File: src/rtl/edge_det_if.sv
// Signal bundle for edge_det: master drives inputs/controls, slave (edge_det) drives status.
interface edge_det_if #(
    parameter int unsigned WIDTH = 8,
    parameter int unsigned CNT_W = 8
) ();
    logic [WIDTH-1:0]   in;
    logic [2*WIDTH-1:0] mode;
    logic [WIDTH-1:0]   clr;
    logic               cnt_clr;
    logic [WIDTH-1:0]   level;
    logic [WIDTH-1:0]   pulse;
    logic [WIDTH-1:0]   sticky;
    logic               any_event;
    logic [CNT_W-1:0]   evt_cnt;

    modport master (
        output in, mode, clr, cnt_clr,
        input  level, pulse, sticky, any_event, evt_cnt
    );

    modport slave (
        input  in, mode, clr, cnt_clr,
        output level, pulse, sticky, any_event, evt_cnt
    );
endinterface

File: src/rtl/edge_det.sv
// Multi-channel synchronising edge detector with sticky flags and a saturating event counter.
// Optional debounce filter is compiled in when EDGE_DET_DEBOUNCE_EN is defined.
module edge_det #(
    parameter int unsigned WIDTH       = 8,
    parameter int unsigned SYNC_STAGES = 2,
    parameter int unsigned DEBOUNCE    = 4,
    parameter int unsigned CNT_W       = 8
) (
    input logic      clk,
    input logic      rst_n,
    edge_det_if.slave bus
);

    if (WIDTH < 1 || SYNC_STAGES < 1 || DEBOUNCE < 1 || CNT_W < 1) begin : g_bad_param
        $error("edge_det: WIDTH, SYNC_STAGES, DEBOUNCE and CNT_W must all be >= 1");
    end

    logic [SYNC_STAGES-1:0][WIDTH-1:0] sync_q;
    logic [WIDTH-1:0] s;
    logic [WIDTH-1:0] level_q, level_next;
    logic [WIDTH-1:0] pulse_q, pulse_next;
    logic [WIDTH-1:0] sticky_q, sticky_next;
    logic [CNT_W-1:0] cnt_q, cnt_next;

    always_ff @(posedge clk or negedge rst_n) begin
        if (!rst_n) begin
            sync_q <= '0;
        end else begin
            sync_q[0] <= bus.in;
            for (int unsigned k = 1; k < SYNC_STAGES; k++) begin
                sync_q[k] <= sync_q[k-1];
            end
        end
    end

    assign s = sync_q[SYNC_STAGES-1];

`ifdef EDGE_DET_DEBOUNCE_EN
    localparam int unsigned DB_W = $clog2(DEBOUNCE) + 1;

    logic [WIDTH-1:0][DB_W-1:0] db_q, db_next;

    always_comb begin
        level_next = level_q;
        db_next    = db_q;
        for (int unsigned i = 0; i < WIDTH; i++) begin
            if (s[i] == level_q[i]) begin
                db_next[i] = '0;
            end else if (db_q[i] == DB_W'(DEBOUNCE - 1)) begin
                level_next[i] = s[i];
                db_next[i]    = '0;
            end else begin
                db_next[i] = db_q[i] + 1'b1;
            end
        end
    end

    always_ff @(posedge clk or negedge rst_n) begin
        if (!rst_n) begin
            db_q <= '0;
        end else begin
            db_q <= db_next;
        end
    end
`else
    always_comb begin
        level_next = s;
    end
`endif

    // Edges compare the value being accepted this cycle with the currently held level.
    always_comb begin
        pulse_next = '0;
        for (int unsigned i = 0; i < WIDTH; i++) begin
            pulse_next[i] = (level_next[i] & ~level_q[i] & bus.mode[2*i])
                          | (~level_next[i] & level_q[i] & bus.mode[2*i+1]);
        end
    end

    // A new event beats a same-cycle clear so no event is ever lost.
    always_comb begin
        sticky_next = pulse_next | (sticky_q & ~bus.clr);
    end

    always_comb begin
        cnt_next = cnt_q;
        if (bus.cnt_clr) begin
            cnt_next = '0;
        end else if (|pulse_next && !(&cnt_q)) begin
            cnt_next = cnt_q + 1'b1;
        end
    end

    always_ff @(posedge clk or negedge rst_n) begin
        if (!rst_n) begin
            level_q  <= '0;
            pulse_q  <= '0;
            sticky_q <= '0;
            cnt_q    <= '0;
        end else begin
            level_q  <= level_next;
            pulse_q  <= pulse_next;
            sticky_q <= sticky_next;
            cnt_q    <= cnt_next;
        end
    end

    assign bus.level     = level_q;
    assign bus.pulse     = pulse_q;
    assign bus.sticky    = sticky_q;
    assign bus.any_event = |pulse_q;
    assign bus.evt_cnt   = cnt_q;

endmodule

File: src/flat_wrapper.sv
// flat-port wrapper written by rule: the top's interface ports become plain ports
module edge_det_flat 
#(
    parameter int unsigned WIDTH       = 8,
    parameter int unsigned SYNC_STAGES = 2,
    parameter int unsigned DEBOUNCE    = 4,
    parameter int unsigned CNT_W       = 8
)
  (clk, rst_n, bus_in, bus_mode, bus_clr, bus_cnt_clr, bus_level, bus_pulse, bus_sticky, bus_any_event, bus_evt_cnt);
  edge_det_if #(.WIDTH(WIDTH), .CNT_W(CNT_W)) bus_i ();
  input logic clk;
  input logic rst_n;
  input wire logic [$bits(bus_i.in)-1:0] bus_in;
  input wire logic [$bits(bus_i.mode)-1:0] bus_mode;
  input wire logic [$bits(bus_i.clr)-1:0] bus_clr;
  input wire logic [$bits(bus_i.cnt_clr)-1:0] bus_cnt_clr;
  output wire logic [$bits(bus_i.level)-1:0] bus_level;
  output wire logic [$bits(bus_i.pulse)-1:0] bus_pulse;
  output wire logic [$bits(bus_i.sticky)-1:0] bus_sticky;
  output wire logic [$bits(bus_i.any_event)-1:0] bus_any_event;
  output wire logic [$bits(bus_i.evt_cnt)-1:0] bus_evt_cnt;
  assign bus_i.in = bus_in;
  assign bus_i.mode = bus_mode;
  assign bus_i.clr = bus_clr;
  assign bus_i.cnt_clr = bus_cnt_clr;
  assign bus_level = bus_i.level;
  assign bus_pulse = bus_i.pulse;
  assign bus_sticky = bus_i.sticky;
  assign bus_any_event = bus_i.any_event;
  assign bus_evt_cnt = bus_i.evt_cnt;
  edge_det #(.WIDTH(WIDTH), .SYNC_STAGES(SYNC_STAGES), .DEBOUNCE(DEBOUNCE), .CNT_W(CNT_W)) u_core (.clk(clk), .rst_n(rst_n), .bus(bus_i));
endmodule
File: config.mk
export PLATFORM = sky130hd
export DESIGN_NAME = edge_det_flat
export DESIGN_NICKNAME = d
export VERILOG_FILES = /design/src/rtl/edge_det_if.sv /design/src/rtl/edge_det.sv /design/src/flat_wrapper.sv
export SDC_FILE = /design/constraint.sdc
export NUM_CORES = 1
export LEC_CHECK = 0
export CAP_MARGIN = 20
export CORE_UTILIZATION = 45
export CTS_BUF_LIST = sky130_fd_sc_hd__clkbuf_4 sky130_fd_sc_hd__clkbuf_8
export DETAILED_ROUTE_END_ITERATION = 8
export PLACE_DENSITY = 0.81
export SLEW_MARGIN = 10
export SYNTH_ARGS = -nofsm -noshare
export SYNTH_HDL_FRONTEND = slang
export SYNTH_SLANG_ARGS = --single-unit
File: constraint.sdc
create_clock -name clk -period 2.1 [get_ports clk]
set_clock_uncertainty 0.2 [all_clocks]
set_input_delay 0.42 -clock clk [delete_from_list [all_inputs] [get_ports clk]]
set_output_delay 0.42 -clock clk [all_outputs]
set_load 0.02 [all_outputs]
=== Word-level counts from Yosys, hierarchy flattened ===
Cells that the tools add are included.

* Register bits: 48
* Input port bits: 35
* Output and inout port bits: 33
* Logic and storage cells: 74

* $add $sub $neg: 1
* Mux-type cells: 2
* Bitwise logic cells: 59
* Reduce and logical (&&, ||, !) cells: 6

{| class="wikitable"
|+ Operator list
! cell !! number
|-
| 1-bit bitwise AND || 32
|-
| 8-bit 2-to-1 mux || 2
|-
| 1-bit NOT || 16
|-
| 8-bit OR reduction || 2
|-
| 8-bit by 1-bit adder with 8-bit output (second input constant) || 1
|-
| 8-bit bitwise AND || 1
|-
| 8-bit NOT || 1
|-
| 1-bit OR || 8
|-
| 8-bit OR || 1
|-
| 8-bit AND reduction || 1
|-
| 2-bit nonzero test || 1
|-
| 1-bit logical AND || 1
|-
| 1-bit logical NOT || 1
|}

=== Logic depth before layout (Yosys ltp) ===
* Word-level depth: 8
* Gate-level depth with buffers: 6
* Gate-level depth less buffers: 6

=== Least setup slack after synthesis ===
Ideal clock, no wire load.

* Path type: flip-flop to flip-flop
* Start point: register u_core.level_q[6] (netlist: u_core.bus.level[6])
* End point: register u_core.cnt_q[5] (netlist: u_core.bus.evt_cnt[5])
* Library setup time: 0.127 ns
* Arrival time: 1.614 ns
* Required time: 1.773 ns
* Setup slack: 0.159 ns
* Stages on the path, launching flop included: 7
* Path buffers: 0
* Clock period less this slack: 1.941 ns
* Path through: dfrtp_1 -> nand3b_1 -> o21ai_2 -> nor4_4 -> a21oi_4 -> nand4_1 -> mux2_1

* Cells in the longest elaborated chain, start to end: 7
* Elaborated cells on any way between the ends: 9
* Classes of those cells: 6 x bitwise; 3 x reduce/logical

{| class="wikitable"
|+ Ends and longest elaborated chain
! what !! line !! RTL
|-
| start: declaration || edge_det.sv:20 || <nowiki>logic [WIDTH-1:0] level_q, level_next;</nowiki>
|-
| start signal: assignment || edge_det.sv:101 || <nowiki>level_q <= level_next;</nowiki>
|-
| 1-bit NOT || edge_det.sv:75 || <nowiki>pulse_next[i] = (level_next[i] & ~level_q[i] & bus.mode[2*i])</nowiki>
|-
| 1-bit bitwise AND (2 in series) || edge_det.sv:75 ||
|-
| 1-bit OR * || edge_det.sv:76 || <nowiki>| (~level_next[i] & level_q[i] & bus.mode[2*i+1]);</nowiki>
|-
| named net u_core.pulse_next[6] || edge_det.sv:21 || <nowiki>logic [WIDTH-1:0] pulse_q, pulse_next;</nowiki>
|-
| 8-bit OR reduction * || edge_det.sv:89 || <nowiki>end else if (|pulse_next && !(&cnt_q)) begin</nowiki>
|-
| 1-bit logical AND * || edge_det.sv:89 ||
|-
| 2-bit nonzero test (no line) * || n/a ||
|-
| end signal: assignment || edge_det.sv:104 || <nowiki>cnt_q <= cnt_next;</nowiki>
|-
| end: declaration || edge_det.sv:23 || <nowiki>logic [CNT_W-1:0] cnt_q, cnt_next;</nowiki>
|}

Mark *: on every way through the listed nets, which the timed path passes. The rest lies on a longest branch.
A chain may end at the register's enable or synchronous reset.

=== Worst setup path after layout ===
* Start point: register u_core.cnt_q[2] (netlist: u_core.bus.evt_cnt[2])
* End point: output bus_evt_cnt[2]

{| class="wikitable"
|+ RTL lines
! what !! line !! RTL
|-
| end: declaration || flat_wrapper.sv:21 || <nowiki>output wire logic [$bits(bus_i.evt_cnt)-1:0] bus_evt_cnt;</nowiki>
|}

No word-level cell between the ends.

==> summary.md <==
| Metric | Value |
|---|---|
| Portion of the clock cycle consumed by the worst path in the final layout | 0.964 |
| Instance count after placement with tap cells included | 256 |
| Kind of cell adding the most delay to the critical path | buffers and inverters |
| Post-synthesis cell count | approximately 130 |
| Critical path startpoint category | register |
| Antenna diodes | 0 |
| Reg2reg start | u_core.bus.level[2] |
| Number of hold violations in the final report | 0 |
| Unrepaired setup endpoints after global routing | false |
| Category of the most critical setup path | register to primary output |
| Post-Synthesis Net Count | approximately 170 |
| Layout cell share with drive strength beyond 1 | 0.189 |
| Core Box Area | approximately 3700 µm² |
| Critical R2R Capture | u_core.bus.evt_cnt[5] |
| Average routed wire per standard cell | 13.7 µm |
| CP startpoint | u_core.bus.evt_cnt[2] |
| DRC violations left | 0 |
| Clock root buffer | sky130_fd_sc_hd__clkbuf_8 |
| Maximum vdd drop | 539 µV |
| Port buffer count | 67 |
| Antenna violations before repair | 0 |
| DR vias/cell | 4.92 |
| Register-to-register setup slack | roughly 220 ps |
| Die ar. | ~4200 µm² |
| Initial core utilization | 0.473 |
| Synth Area per Inst | around 14 µm² |
| Total count of max-transition violations in the final report | 0 |
| Vias in the first global route | 1,400 |
| Clk Latency, worst-skew pair | ~290 ps |
| Total global routing track utilization | 0.196 |
| Antenna viol nets, final | 0 |
| TritonCTS clock tree | built |
| Die Height | between 60 and 70 µm |
| Post-layout nets | roughly 250 |
| Maximum fanout along the worst path | 6 |
| Worst path cell trace | clkdlybuf4s50_1 |
| Critical path depth | 1 |
| Number of fillers in the final layout | about 270 |
| Routability congestion estimate from global placement | between 0.8 and 0.9 |
| Post-detailed-placement half-perimeter wirelength | between 2 and 3 mm |
| Sum of buffers and inverters on the critical path | 1 |
| Number of register bits inferred by synthesis | 48 |
| Final Non-Filler Cells | about 270 |
| Endpoint of the most critical setup path | bus_evt_cnt[2] |
| Critical Path Max Stage Delay | 650 ps |
| Clk buf depth | 2 |
| Ratio of total power to cell area | slightly above 700 nW/µm² |
| Worst Reg-to-Reg Cells | 6 |
| Post-synth cell types | 30 |
| Tightest slew margin relative to the limit | 0.622 |
| Worst Setup Slack post-DPL | -224 ps |
| # H-tree levels | 2 |
| Total number of placement rows | 22 |
| Worst hold margin | between 150 and 200 ps |
| Classification of the worst-slack hold path | register to register |
| Critical Path Sink Type | primary output |
| Top-level port count | between 60 and 70 |
| Overflow after GRT | 0 |
| Leakage power figure | roughly 1.2 nW |
| Worst Max-Slew Pin Slew | between 500 and 600 ps |
| Status | finished, final reports clean |
| PnR Total Power | 1.89 mW |
| Count of synthesis-stage warnings from yosys | 0 |
| First-pass iteration count of the detailed router | 4 |
| Post-layout worst setup margin | ~75 ps |
| Via Count | around 1,300 |
| Register area share after synthesis | 0.683 |
| Critical path arrival | 1410 ps |
| Detailed Route Iter0 Violations | 42 |
| Timing-limited maximum frequency | 0.494 GHz |
| Netlist Area Pre-Place | roughly 1800 µm² |
| WL final | ~3.6 mm |
| Number of maximum-capacitance violations | 0 |
| Slowest stage cell, crit path | sky130_fd_sc_hd__clkdlybuf4s50_1 |
| Final setup viols | 0 |
| TritonCTS buffer count | 5 |
| CP Data Required Time | 1480 ps |
| Wire length of the first global-routing pass | 6.13 mm |
| Clock transition at path regs | approximately 80 ps |
| Largest net degree at the start of global routing | 27 |
| Num Clock Sinks | 48 |
| Final critical path time including I/O delays and setup | 2030 ps |
| Area added between synthesis and finish | 52.5% |
| Horizontal die dimension | ~65 µm |
[worst min-delay path by stage]
| stage | slack [ps] | end | cells past startpoint | start |
|---|---|---|---|---|
| floorplan | -80 | u_core.bus.evt_cnt[0] | 0 | rst_n |
| global placement | 130 | u_core.level_next[7] | 0 | u_core.sync_q[7] |
| detailed placement | 130 | u_core.level_next[0] | 0 | u_core.sync_q[0] |
| CTS | 150 | u_core.level_next[0] | 0 | u_core.sync_q[0] |
| global route | 160 | u_core.level_next[0] | 0 | u_core.sync_q[0] |
| finish | 150 | u_core.level_next[1] | 0 | u_core.sync_q[1] |
[what timing repair did]
| action | CTS | global route |
|---|---|---|
| endpoints found under the setup margin | 1 | 2 |
| cloned | 0 | 0 |
| hold buffers | 1 | 0 |
| endpoints found under the hold margin | 24 | 0 |
| pin swaps | 0 | 1 |
| setup buffers | 0 | 1 |
| gates resized for setup | 1 | 4 |
[layout make-up]
cell class                      count  area, µm²  area share
Clock inverter                      2       12.5     0.00467
Clock buffer                        5       68.8      0.0257
Tap cell                           48       60.1      0.0224
Multi-Input combinational cell     71        528       0.197
Sequential cell                    48       1200       0.448
Timing Repair Buffer               82        776       0.289
Inverter                            9       33.8      0.0126
[power breakdown]
group | leakage (nW) | switching [mW] | internal [mW]
combinational | 0.598 | 0.164 | 0.202
sequential | 0.591 | 0.0437 | 0.983
clock | 0.0400 | 0.274 | 0.225
[through the flow]
step,util,instance area [µm²],TNS (ps)
global route,0.721,2680,0
finish,0.721,2680,0
global placement,0.693,2570,-675
floorplan,-,1760,0
detailed placement,0.693,2570,-1020
CTS,0.717,2660,0
[cell usage in the layout (no fill, tap or decap)]
cell	count
sky130_fd_sc_hd__and3_1	2
sky130_fd_sc_hd__and3_2	1
sky130_fd_sc_hd__and2b_2	1
sky130_fd_sc_hd__a21o_1	7
sky130_fd_sc_hd__clkbuf_2	1
sky130_fd_sc_hd__a311oi_1	1
sky130_fd_sc_hd__a41oi_1	1
sky130_fd_sc_hd__a21oi_4	1
sky130_fd_sc_hd__nand3_1	1
sky130_fd_sc_hd__a41o_1	1
sky130_fd_sc_hd__dfrtp_1	48
sky130_fd_sc_hd__a211oi_1	1
sky130_fd_sc_hd__nand2_2	1
sky130_fd_sc_hd__a21oi_1	3
sky130_fd_sc_hd__nand2b_1	1
sky130_fd_sc_hd__inv_1	9
sky130_fd_sc_hd__clkbuf_8	5
sky130_fd_sc_hd__dlygate4sd3_1	1
sky130_fd_sc_hd__nand3b_1	8
sky130_fd_sc_hd__mux2i_1	1
sky130_fd_sc_hd__nor2_1	8
sky130_fd_sc_hd__nor3b_1	1
sky130_fd_sc_hd__nand2_1	10
sky130_fd_sc_hd__clkdlybuf4s50_1	65
sky130_fd_sc_hd__nand4_1	2
sky130_fd_sc_hd__nor4_4	2
sky130_fd_sc_hd__o21ai_2	8
sky130_fd_sc_hd__clkinvlp_4	1
sky130_fd_sc_hd__buf_4	14
sky130_fd_sc_hd__buf_2	1
sky130_fd_sc_hd__nor4_2	2
sky130_fd_sc_hd__clkinv_2	1
sky130_fd_sc_hd__ha_1	1
sky130_fd_sc_hd__a21o_2	1
sky130_fd_sc_hd__mux2_1	1
sky130_fd_sc_hd__a31o_2	1
sky130_fd_sc_hd__xnor2_1	3
[state kept, by name, indices dropped and copies added (netlist names)]
signal and cells:
u_core.bus.pulse 8, u_core.bus.level 8, u_core.level_next 8, u_core.bus.evt_cnt 8, u_core.sync_q 8, u_core.bus.sticky 8
[synthesized netlist by cell type (all sizes together)]
library cell / number / area [µm²]
a211oi: 1 / 7.51
a21o: 8 / 61.3
a21oi: 4 / 31.3
a311oi: 1 / 8.76
a31o: 1 / 8.76
a41o: 1 / 10.0
a41oi: 1 / 8.76
and2b: 1 / 8.76
and3: 3 / 20.0
buf: 1 / 7.51
dfrtp: 48 / 1200
ha: 1 / 12.5
inv: 9 / 33.8
mux2: 1 / 11.3
mux2i: 1 / 10.0
nand2: 11 / 43.8
nand2b: 1 / 6.26
nand3: 1 / 5.00
nand3b: 8 / 60.1
nand4: 2 / 12.5
nor2: 8 / 30.0
nor3b: 1 / 7.51
nor4: 4 / 55.1
o21ai: 8 / 70.1
xnor2: 3 / 26.3
[metal layers]
layer	share of wire	wire, µm	global-route usage	vias up
li1	-	-	-	629
met1	0.39	1430	0.219	632
met2	0.55	2000	0.363	36
met3	0.037	136	0.0405	7
met4	0.017	61	0.0750	0
met5	0	0	0	-
[kinds of logic (layout without fill, tap and decap cells)]
kind of cell	Yosys count	in the layout	synth area share
compound gates	25	25	0.117
fa+ha+maj	1	1	0.00712
mux	2	2	0.0121
buf+inv	10	98	0.0235
xor+xnor	3	3	0.0149
flops	48	48	0.683
simple gates	40	40	0.142
No activity file was read; power rests on OpenSTA's default activity.
